**src/rtl/dsm_pkg.sv**
```systemverilog
// rtl/dsm_pkg.sv - shared types and widths for the NCO transmit-chain control blocks
package dsm_pkg;

  localparam int NCO_STEP_W = 32;

  typedef enum logic [1:0] {
    SINGLE   = 2'd0,
    SAWTOOTH = 2'd1,
    TRIANGLE = 2'd2
  } sweep_mode_e;

  typedef enum logic [1:0] {
    IDLE = 2'd0,
    UP   = 2'd1,
    DOWN = 2'd2
  } sweep_state_e;

endpackage

```
**src/rtl/nco_sweep_ctrl.sv**
```systemverilog
// rtl/nco_sweep_ctrl.sv - frequency-sweep sequencer feeding NCO step words over a stream interface
module nco_sweep_ctrl
  import dsm_pkg::*;
#(
  parameter int ACC_FRAC_WIDTH = 24,
  parameter int ACC_INT_WIDTH  = 8,
  parameter int DWELL_WIDTH    = 16,
  localparam int SW            = ACC_FRAC_WIDTH + ACC_INT_WIDTH
) (
  input  logic                   aclk,
  input  logic                   arst_n,
  input  logic [SW-1:0]          cfg_start_step,
  input  logic [SW-1:0]          cfg_stop_step,
  input  logic [SW-1:0]          cfg_inc,
  input  logic [DWELL_WIDTH-1:0] cfg_dwell,
  input  logic [1:0]             cfg_mode,
  input  logic                   start,
  input  logic                   abort,
  output logic [SW-1:0]          m_axis_data_tdata,
  output logic                   m_axis_data_tvalid,
  input  logic                   m_axis_data_tready,
  output logic                   busy,
  output logic                   sweep_done
);

  sweep_state_e           state_q, state_d;
  logic [SW-1:0]          cur_q, cur_d;
  logic [DWELL_WIDTH-1:0] dwell_cnt_q, dwell_cnt_d;
  logic [SW-1:0]          start_q, stop_q, inc_q;
  logic [DWELL_WIDTH-1:0] dwell_q;
  logic [1:0]             mode_q;
  logic                   done_q, done_d;
  logic                   latch_cfg;

  logic                   active, beat, last_beat, single_pt, end_of_sweep;
  logic [SW:0]            up_sum, dn_diff;
  logic [SW-1:0]          up_clamp, dn_clamp;

  // At an endpoint cur equals stop (UP) or start (DOWN), so the same two
  // clamped expressions also produce the triangle turnaround points.
  assign up_sum   = {1'b0, cur_q} + {1'b0, inc_q};
  assign dn_diff  = {1'b0, cur_q} - {1'b0, inc_q};
  assign up_clamp = (up_sum[SW] || (up_sum[SW-1:0] > stop_q)) ? stop_q : up_sum[SW-1:0];
  assign dn_clamp = (dn_diff[SW] || (dn_diff[SW-1:0] < start_q)) ? start_q : dn_diff[SW-1:0];

  assign active       = (state_q != IDLE);
  assign beat         = active && m_axis_data_tready;
  assign last_beat    = beat && (dwell_cnt_q == dwell_q);
  assign single_pt    = (start_q >= stop_q);
  assign end_of_sweep = (state_q == UP) ? (single_pt || cur_q == stop_q) : (cur_q == start_q);

  always_comb begin
    state_d     = state_q;
    cur_d       = cur_q;
    dwell_cnt_d = dwell_cnt_q;
    done_d      = 1'b0;
    latch_cfg   = 1'b0;
    case (state_q)
      IDLE: begin
        if (start) begin
          latch_cfg   = 1'b1;
          state_d     = UP;
          cur_d       = cfg_start_step;
          dwell_cnt_d = '0;
        end
      end
      default: begin
        if (beat) dwell_cnt_d = last_beat ? '0 : dwell_cnt_q + 1'b1;
        // A zero increment parks on the start word until aborted.
        if (last_beat && (inc_q != '0)) begin
          if (end_of_sweep) begin
            case (mode_q)
              SAWTOOTH: begin
                state_d = UP;
                cur_d   = start_q;
              end
              TRIANGLE: begin
                if (single_pt) begin
                  state_d = UP;
                  cur_d   = start_q;
                end else if (state_q == UP) begin
                  state_d = DOWN;
                  cur_d   = dn_clamp;
                end else begin
                  state_d = UP;
                  cur_d   = up_clamp;
                end
              end
              default: begin
                state_d = IDLE;
                done_d  = 1'b1;
              end
            endcase
          end else begin
            cur_d = (state_q == UP) ? up_clamp : dn_clamp;
          end
        end
      end
    endcase
    if (abort) begin
      state_d     = IDLE;
      dwell_cnt_d = '0;
      done_d      = 1'b0;
      latch_cfg   = 1'b0;
    end
  end

  always_ff @(posedge aclk or negedge arst_n) begin
    if (!arst_n) begin
      state_q     <= IDLE;
      cur_q       <= '0;
      dwell_cnt_q <= '0;
      done_q      <= 1'b0;
      start_q     <= '0;
      stop_q      <= '0;
      inc_q       <= '0;
      dwell_q     <= '0;
      mode_q      <= '0;
    end else begin
      state_q     <= state_d;
      cur_q       <= cur_d;
      dwell_cnt_q <= dwell_cnt_d;
      done_q      <= done_d;
      if (latch_cfg) begin
        start_q <= cfg_start_step;
        stop_q  <= cfg_stop_step;
        inc_q   <= cfg_inc;
        dwell_q <= cfg_dwell;
        mode_q  <= cfg_mode;
      end
    end
  end

  assign m_axis_data_tdata  = cur_q;
  assign m_axis_data_tvalid = active;
  assign busy               = active;
  assign sweep_done         = done_q;

endmodule

```
**config.mk**
```make
export PLATFORM = sky130hd
export DESIGN_NAME = nco_sweep_ctrl
export DESIGN_NICKNAME = d
export VERILOG_FILES = /design/src/rtl/dsm_pkg.sv /design/src/rtl/nco_sweep_ctrl.sv
export SDC_FILE = /design/constraint.sdc
export NUM_CORES = 1
export LEC_CHECK = 0
export BUFFER_PORTS_ARGS = -buffer_cell sky130_fd_sc_hd__buf_2
export CAP_MARGIN = 5
export CORE_MARGIN = 10
export CORE_UTILIZATION = 35
export CTS_CLUSTER_DIAMETER = 100
export DETAILED_ROUTE_END_ITERATION = 10
export GPL_TIMING_DRIVEN = 0
export MAX_ROUTING_LAYER = met4
export PLACE_DENSITY = 0.48
export SYNTH_ARGS = -nofsm -noshare
export SYNTH_HDL_FRONTEND = slang
export SYNTH_SLANG_ARGS = --single-unit
```
**constraint.sdc**
```tcl
create_clock -name aclk -period 6.6 [get_ports aclk]
set_input_delay 0.66 -clock aclk [delete_from_list [all_inputs] [get_ports aclk]]
set_output_delay 0.66 -clock aclk [all_outputs]
set_load 0.1 [all_outputs]
```
==> results of run 1 <==
synth_stat cells (all sizes together), types with 15 or more instances:
library cell | instances | area [um2]
and3 | 20 | 125
xor2 | 53 | 472
dfrtp | 165 | 4130
xnor2 | 92 | 806
a31oi | 16 | 106
mux2 | 29 | 327
buf | 32 | 184
nor2 | 133 | 502
ha | 162 | 2030
nand2 | 219 | 825
nand3 | 32 | 160
nand2b | 17 | 106
nor4 | 29 | 181
o21ai | 166 | 831
nor3 | 36 | 190
o31ai | 22 | 179
inv | 137 | 514
clkbuf | 45 | 179
o41ai | 15 | 131
nand4 | 33 | 206
a21oi | 151 | 756
a211oi | 23 | 188
critical path: stages (launching register included):
cell      delay (ns)
dfrtp_1         0.52
ha_1            0.29
fa_1            0.40
and2b_2         0.24
o211ai_1        0.31
a211oi_1        0.20
nor2_2          0.27
o221ai_4        0.19
xnor2_1         0.43
ha_1            0.35
a21oi_1         0.15
nand2_1         0.07
a21oi_1         0.22
or4b_1          0.60
a32o_1          0.37
nor3_4          0.37
buf_6           0.24
buf_2           0.35
nor2_1          0.07
a211oi_1        0.37
o41ai_1         0.14
stage by stage:
step	cells	setup slack (ns)
floorplan	1810	0.897
global placement	2495	-0.692
detailed placement	2496	-0.748
CTS	2530	0.0165
global route	2531	-0.00534
finish	2531	0.290
path summary, 6_finish.rpt:
kind | start | to
hold reg to reg | dwell_q[6] | dwell_q[6]
min in group aclk | cfg_stop_step[5] | stop_q[5]
setup reg to reg | m_axis_data_tdata[0] | m_axis_data_tdata[19]
hold / removal | arst_n | stop_q[27]
setup / recovery | m_axis_data_tdata[0] | m_axis_data_tdata[19]
max in group asynchronous | arst_n | dwell_cnt_q[2]
cell type report:
class | count | area (um2)
buffer | 76 | 374
clock buffer | 18 | 439
clock inverter | 14 | 141
fill | 4353 | 24200
inverter | 139 | 522
multi-input combinational | 1429 | 9810
sequential | 165 | 4130
tap | 532 | 666
timing repair buffer | 158 | 833
metal layers:
layer,vias to the layer above,wire length (um),global-route usage (%)
li1,6790,-,-
met1,7153,31100,36.1
met2,543,32400,44.5
met3,110,3500,3.59
met4,0,2630,11.8
met5,-,0,-
timing repair:
action                     4_1_cts  5_1_grt
pin swaps                        3        3
hold endpoints to repair         0        0
setup buffers                    2        2
setup endpoints to repair       31       29
gates resized for setup         19       26
state kept, by name, indices dropped and copies added (netlist names):
signal and count:
inc_q 32, start_q 32, dwell_q 16, sweep_done 1, dwell_cnt_q 16, stop_q 32, m_axis_data_tdata 32, state_q 2
mode_q 2
layout by cell type, fill, tap and decap left out, drive strengths merged, types with 7 or more instances in the layout:
cell type,synthesis,routed
nand2,219,219
buf,32,190
o21ai,166,166
dfrtp,165,165
ha,162,162
a21oi,151,151
inv,137,145
nor2,133,133
xnor2,92,92
clkbuf,45,62
xor2,53,53
nor3,36,36
nand4,33,33
nand3,32,32
mux2,29,29
nor4,29,29
a211oi,23,23
o31ai,22,22
and3,20,20
nand2b,17,17
a31oi,16,16
o41ai,15,15
nor2b,13,13
a21o,13,13
o211ai,13,13
mux2i,11,11
o21bai,10,10
o21a,10,10
or3,9,9
a221oi,8,8
or4,7,7
cells by family after synthesis:
logic type	Yosys count
xor gates and xnor gates	145
buffers and inverters	216
AOI/OAI and AO/OA	510
and+or+nand+nor	570
adders and majority gates	164
muxes	40
DFF	165
==> flow_metrics.tcl, run 1 <==
set metrics [dict create \
    yosys_most_used_dff "dfrtp_1" \
    synth.net_count 2093 \
    post_synth_mux_area_share_pct 2.98 \
    placement.io_buffers 153 \
    critPathArrivalTime_ns 6.69 \
    outcome "complete, no violations" \
    final.setup_skew_ns 0.0165 \
    num_antenna_cells 0 \
    combinational_family_with_the_most_area_after_synthesis "compound AO/OA/AOI/OAI gates" \
    cts_max_path_buffers 2 \
    number_of_detailed_routing_iterations_run_before_antenna_repair 5 \
    postPlaceCellArea_um2 16100 \
    start_util_pct 35.6 \
    totalNegativeSetupSlack_ns 0 \
    syn_area_per_cell_um2 8.09 \
    first_global_vias 14500 \
    cts_tree "built" \
    number_of_routed_nets_with_antenna_violations 0 \
    synth.distinct_cells 84 \
    avgRoutedWirePerCell_um 27.5 \
    fp-row-count 74 \
    cts_num_sinks 165 \
    yosys.area_share.simple_pct 18.1 \
    clock_insertion_delay_worst_skew_ns 0.51 \
    via_density_per_instance 5.77 \
    dr.first_iter.drc_count 1428 \
    maxSlewViolCount 0 \
    via_count_of_the_routed_design 14600 \
    grt_start_max_net_pins 95 \
    area_share_of_fa_ha_maj_cells_after_synthesis_pct 14.1 \
    fp.dieH_um 225 \
    timing.critical_path.fanout_max 10 \
    design.die.area_um2 50400 \
    synth_sequential_area_ratio_pct 28.2 \
    routed_wl_mm 69.6 \
    master_cell_of_the_clock_root_buffer "clkbuf_16" \
    fp.dieW_um 225 \
    half_perimeter_wire_length_of_the_detailed_placement_result_mm 56.3 \
    final_period_minus_worst_setup_slack_ns 6.31 \
    criticalPathCategory "flop to flop" \
    max_cap_viol_count 0 \
    postSynthCellCount 1810 \
    crit_required_ns 6.98 \
    min_path_type "primary input to asynchronous set/reset pin" \
    synth.yosys.warnings 0 \
    timing.hold.ws_ns 0.0996 \
    ys_async_sr_fraction_pct 100 \
    initial_antenna_violation_count 0 \
    floorplan.io_pins 154 \
    grt_use_total_pct 28.3 \
    synth_compound_gate_area_share_pct 21.8 \
    route.detailed.drc 0 \
    htree_num_levels 4 \
    post_synth_xor_area_fraction_pct 8.72 \
    grt_remaining_overflow 0 \
    tightest_slew_ns 1.39 \
    max-slew-margin-rel_pct 6.20 \
    tritoncts.num_buffers 17 \
    ff_latch_count_synth 165 \
    regToRegSetupSlack_ns 0.29 \
    grt_pass1_wl_mm 100 \
    end_kind "flop" \
    finalCoreUtilization_pct 41.2 \
    nets 2269 \
    start_kind "flop" \
    final_cell_area_um2 16900 \
    hold_violations 0 \
    synthToLayoutAreaGrowth_pct 15.6 \
    cts.hold.buffers_added 0 \
    clk_pin_slew_ns 0.08 \
    worst_r2r_path_depth 20 \
    final_layout_size_suffix_gt1_share_pct 15.2 \
    clock.fmax_mhz 158 \
    synth_enable_flop_cells 0 \
    final-setup-viol-count 0 \
    coreArea_um2 41100 \
    finalCritPeriodShare_pct 95.6 \
    synth_area_um2 14600 \
    place_congestion 0.964 \
]
Power of run 1 is not shown: default switching activity piles up to over one toggle a cycle in this logic, so the estimate is an artifact.
==> run 2, diff against run 1 <==
==> constraint.sdc (replaced) <==
create_clock -name aclk -period 8 [get_ports aclk]
set_input_delay 0.8 -clock aclk [delete_from_list [all_inputs] [get_ports aclk]]
set_output_delay 0.8 -clock aclk [all_outputs]
set_load 0.1 [all_outputs]
==> run 2 against run 1 <==
  * Global-route usage barely moved
  * Non-clock buffer count shrank 3
  * Routed wire length is essentially flat
  * Register-to-register slack better by 0.24 ns
  * Highest routed layer unchanged
==> flow_metrics.tcl, run 2 (synthesis gave the netlist of run 1 again) <==
set metrics [dict create \
    fp.dieH_um 225 \
    final.setup_skew_ns 0.0172 \
    min_path_type "primary input to asynchronous set/reset pin" \
    crit_family "compound AO/OA/AOI/OAI gates" \
    postCtsSetupRepairBufs 0 \
    half_perimeter_wire_length_of_the_detailed_placement_result_mm 56.3 \
    number_of_routed_nets_with_antenna_violations 0 \
    timing.critical_path.buf_inv 2 \
    critPathArrivalTime_ns 7.85 \
    final_period_minus_worst_setup_slack_ns 7.47 \
    timing.critical_path.fanout_max 10 \
    clock.fmax_mhz 134 \
    via_count_of_the_routed_design 14600 \
    worstPathCellList "ha_1 -> fa_1 -> and2b_2 -> o211ai_1 -> a211oi_1 -> nor2_1 -> o221ai_1 -> a31oi_1 -> o41ai_1 -> xnor2_1 -> ha_1 -> nand4_1 -> nor4_1 -> nor3b_1 -> nand2_1 -> a32o_1 -> nor3_2 -> buf_4 -> clkbuf_1 -> a211oi_1 -> o41ai_1" \
    tightest_slew_ns 1.38 \
    num_antenna_cells 0 \
    cts_tree "built" \
    hold_violations 0 \
    clock_insertion_delay_worst_skew_ns 0.51 \
    layout_common_cells "nand2_1, buf_2, dfrtp_1, o21ai_0, ha_1" \
    nets 2266 \
    avgRoutedWirePerCell_um 27.5 \
    initial_antenna_violation_count 0 \
    floorplan.io_pins 154 \
    crit_required_ns 8.38 \
    fillCellCount 4378 \
    grt_setup_unrepaired "false" \
    number_of_detailed_routing_iterations_run_before_antenna_repair 5 \
    synthToLayoutAreaGrowth_pct 14.0 \
    tritoncts.num_buffers 17 \
    grt_remaining_overflow 0 \
    outcome "complete, no violations" \
    start_util_pct 35.6 \
    first_global_vias 14500 \
    leading_cell_type_in_the_layout_fill_and_taps_excluded "nand2_1" \
    placement.io_buffers 153 \
    coreArea_um2 41100 \
    final-setup-viol-count 0 \
    finalCoreUtilization_pct 40.6 \
    max_cap_viol_count 0 \
    clk_pin_slew_ns 0.07 \
    htree_num_levels 4 \
    end_kind "flop" \
    routed_wl_mm 69.5 \
    route.detailed.drc 0 \
    finalCritPeriodShare_pct 93.4 \
    place_congestion 0.964 \
    pre_cts_ws_ns 0.652 \
    fp.dieW_um 225 \
    start_kind "flop" \
    cts_num_sinks 165 \
    grt_pass1_wl_mm 100 \
    criticalPathCategory "flop to flop" \
    design.die.area_um2 50400 \
    critPathMaxStageDelay_ns 0.62 \
    final_layout_size_suffix_gt1_share_pct 13.6 \
    dr.first_iter.drc_count 1451 \
    timing.final.ws_setup_ns 0.528 \
    maxSlewViolCount 0 \
    fp-row-count 74 \
    via_density_per_instance 5.78 \
    master_cell_of_the_clock_root_buffer "clkbuf_16" \
    cts_max_path_buffers 2 \
    postCtsResizedCells 0 \
    grt_use_total_pct 28.2 \
    max-slew-margin-rel_pct 7.17 \
    cts.hold.buffers_added 0 \
    critPathSlowestCell "xnor2_1" \
    totalNegativeSetupSlack_ns 0 \
    grt_start_max_net_pins 95 \
]
==> run 2: changes by cell type in the layout (fill, tap and decap cells not counted), sizes merged <==
| cell | change |
|---|---|
| clkbuf | +1 |
| buf | -4 |
==> run 2: layout make-up <==
class	count	area (um2)	share of cell area, %
Clock inverter	14	141	0.847
Clock buffer	18	439	2.63
Timing Repair Buffer	154	803	4.81
Inverter	139	522	3.13
Sequential cell	165	4130	24.7
Multi-Input combinational cell	1429	9630	57.7
Buffer	77	363	2.17
Tap cell	532	666	3.99
==> run 2: path summary, 6_finish.rpt <==
| path | cells after the start | slack, ns | startpoint | endpoint |
|---|---|---|---|---|
| worst max-delay path | 21 | 0.53 | m_axis_data_tdata[0] | m_axis_data_tdata[1] |
| worst min-delay path | 1 | 0.25 | arst_n | stop_q[27] |
| worst max register to register | 21 | 0.53 | m_axis_data_tdata[0] | m_axis_data_tdata[1] |
| worst min register to register | 1 | 0.53 | dwell_q[6] | dwell_q[6] |
| max in group asynchronous | 2 | 6.80 | arst_n | dwell_cnt_q[2] |
| min in group aclk | 3 | 0.49 | cfg_stop_step[28] | stop_q[28] |
==> run 2: layer usage <==
layer,GRT usage [%],share of wire (%)
met1,36.0,45
met2,44.5,46
met3,3.70,5.0
met4,11.6,3.7
met5,-,0
==> run 2: stage by stage <==
step | hold WS (ns) | cell area (um2) | instances
CTS | 0.261 | 16700 | 2528
global route | 0.296 | 16700 | 2528
finish | 0.249 | 16700 | 2528
global placement | 0.515 | 16100 | 2495
floorplan | 0.490 | 14600 | 1810
detailed placement | 0.517 | 16100 | 2496
Power of run 2 is left out for the same reason.
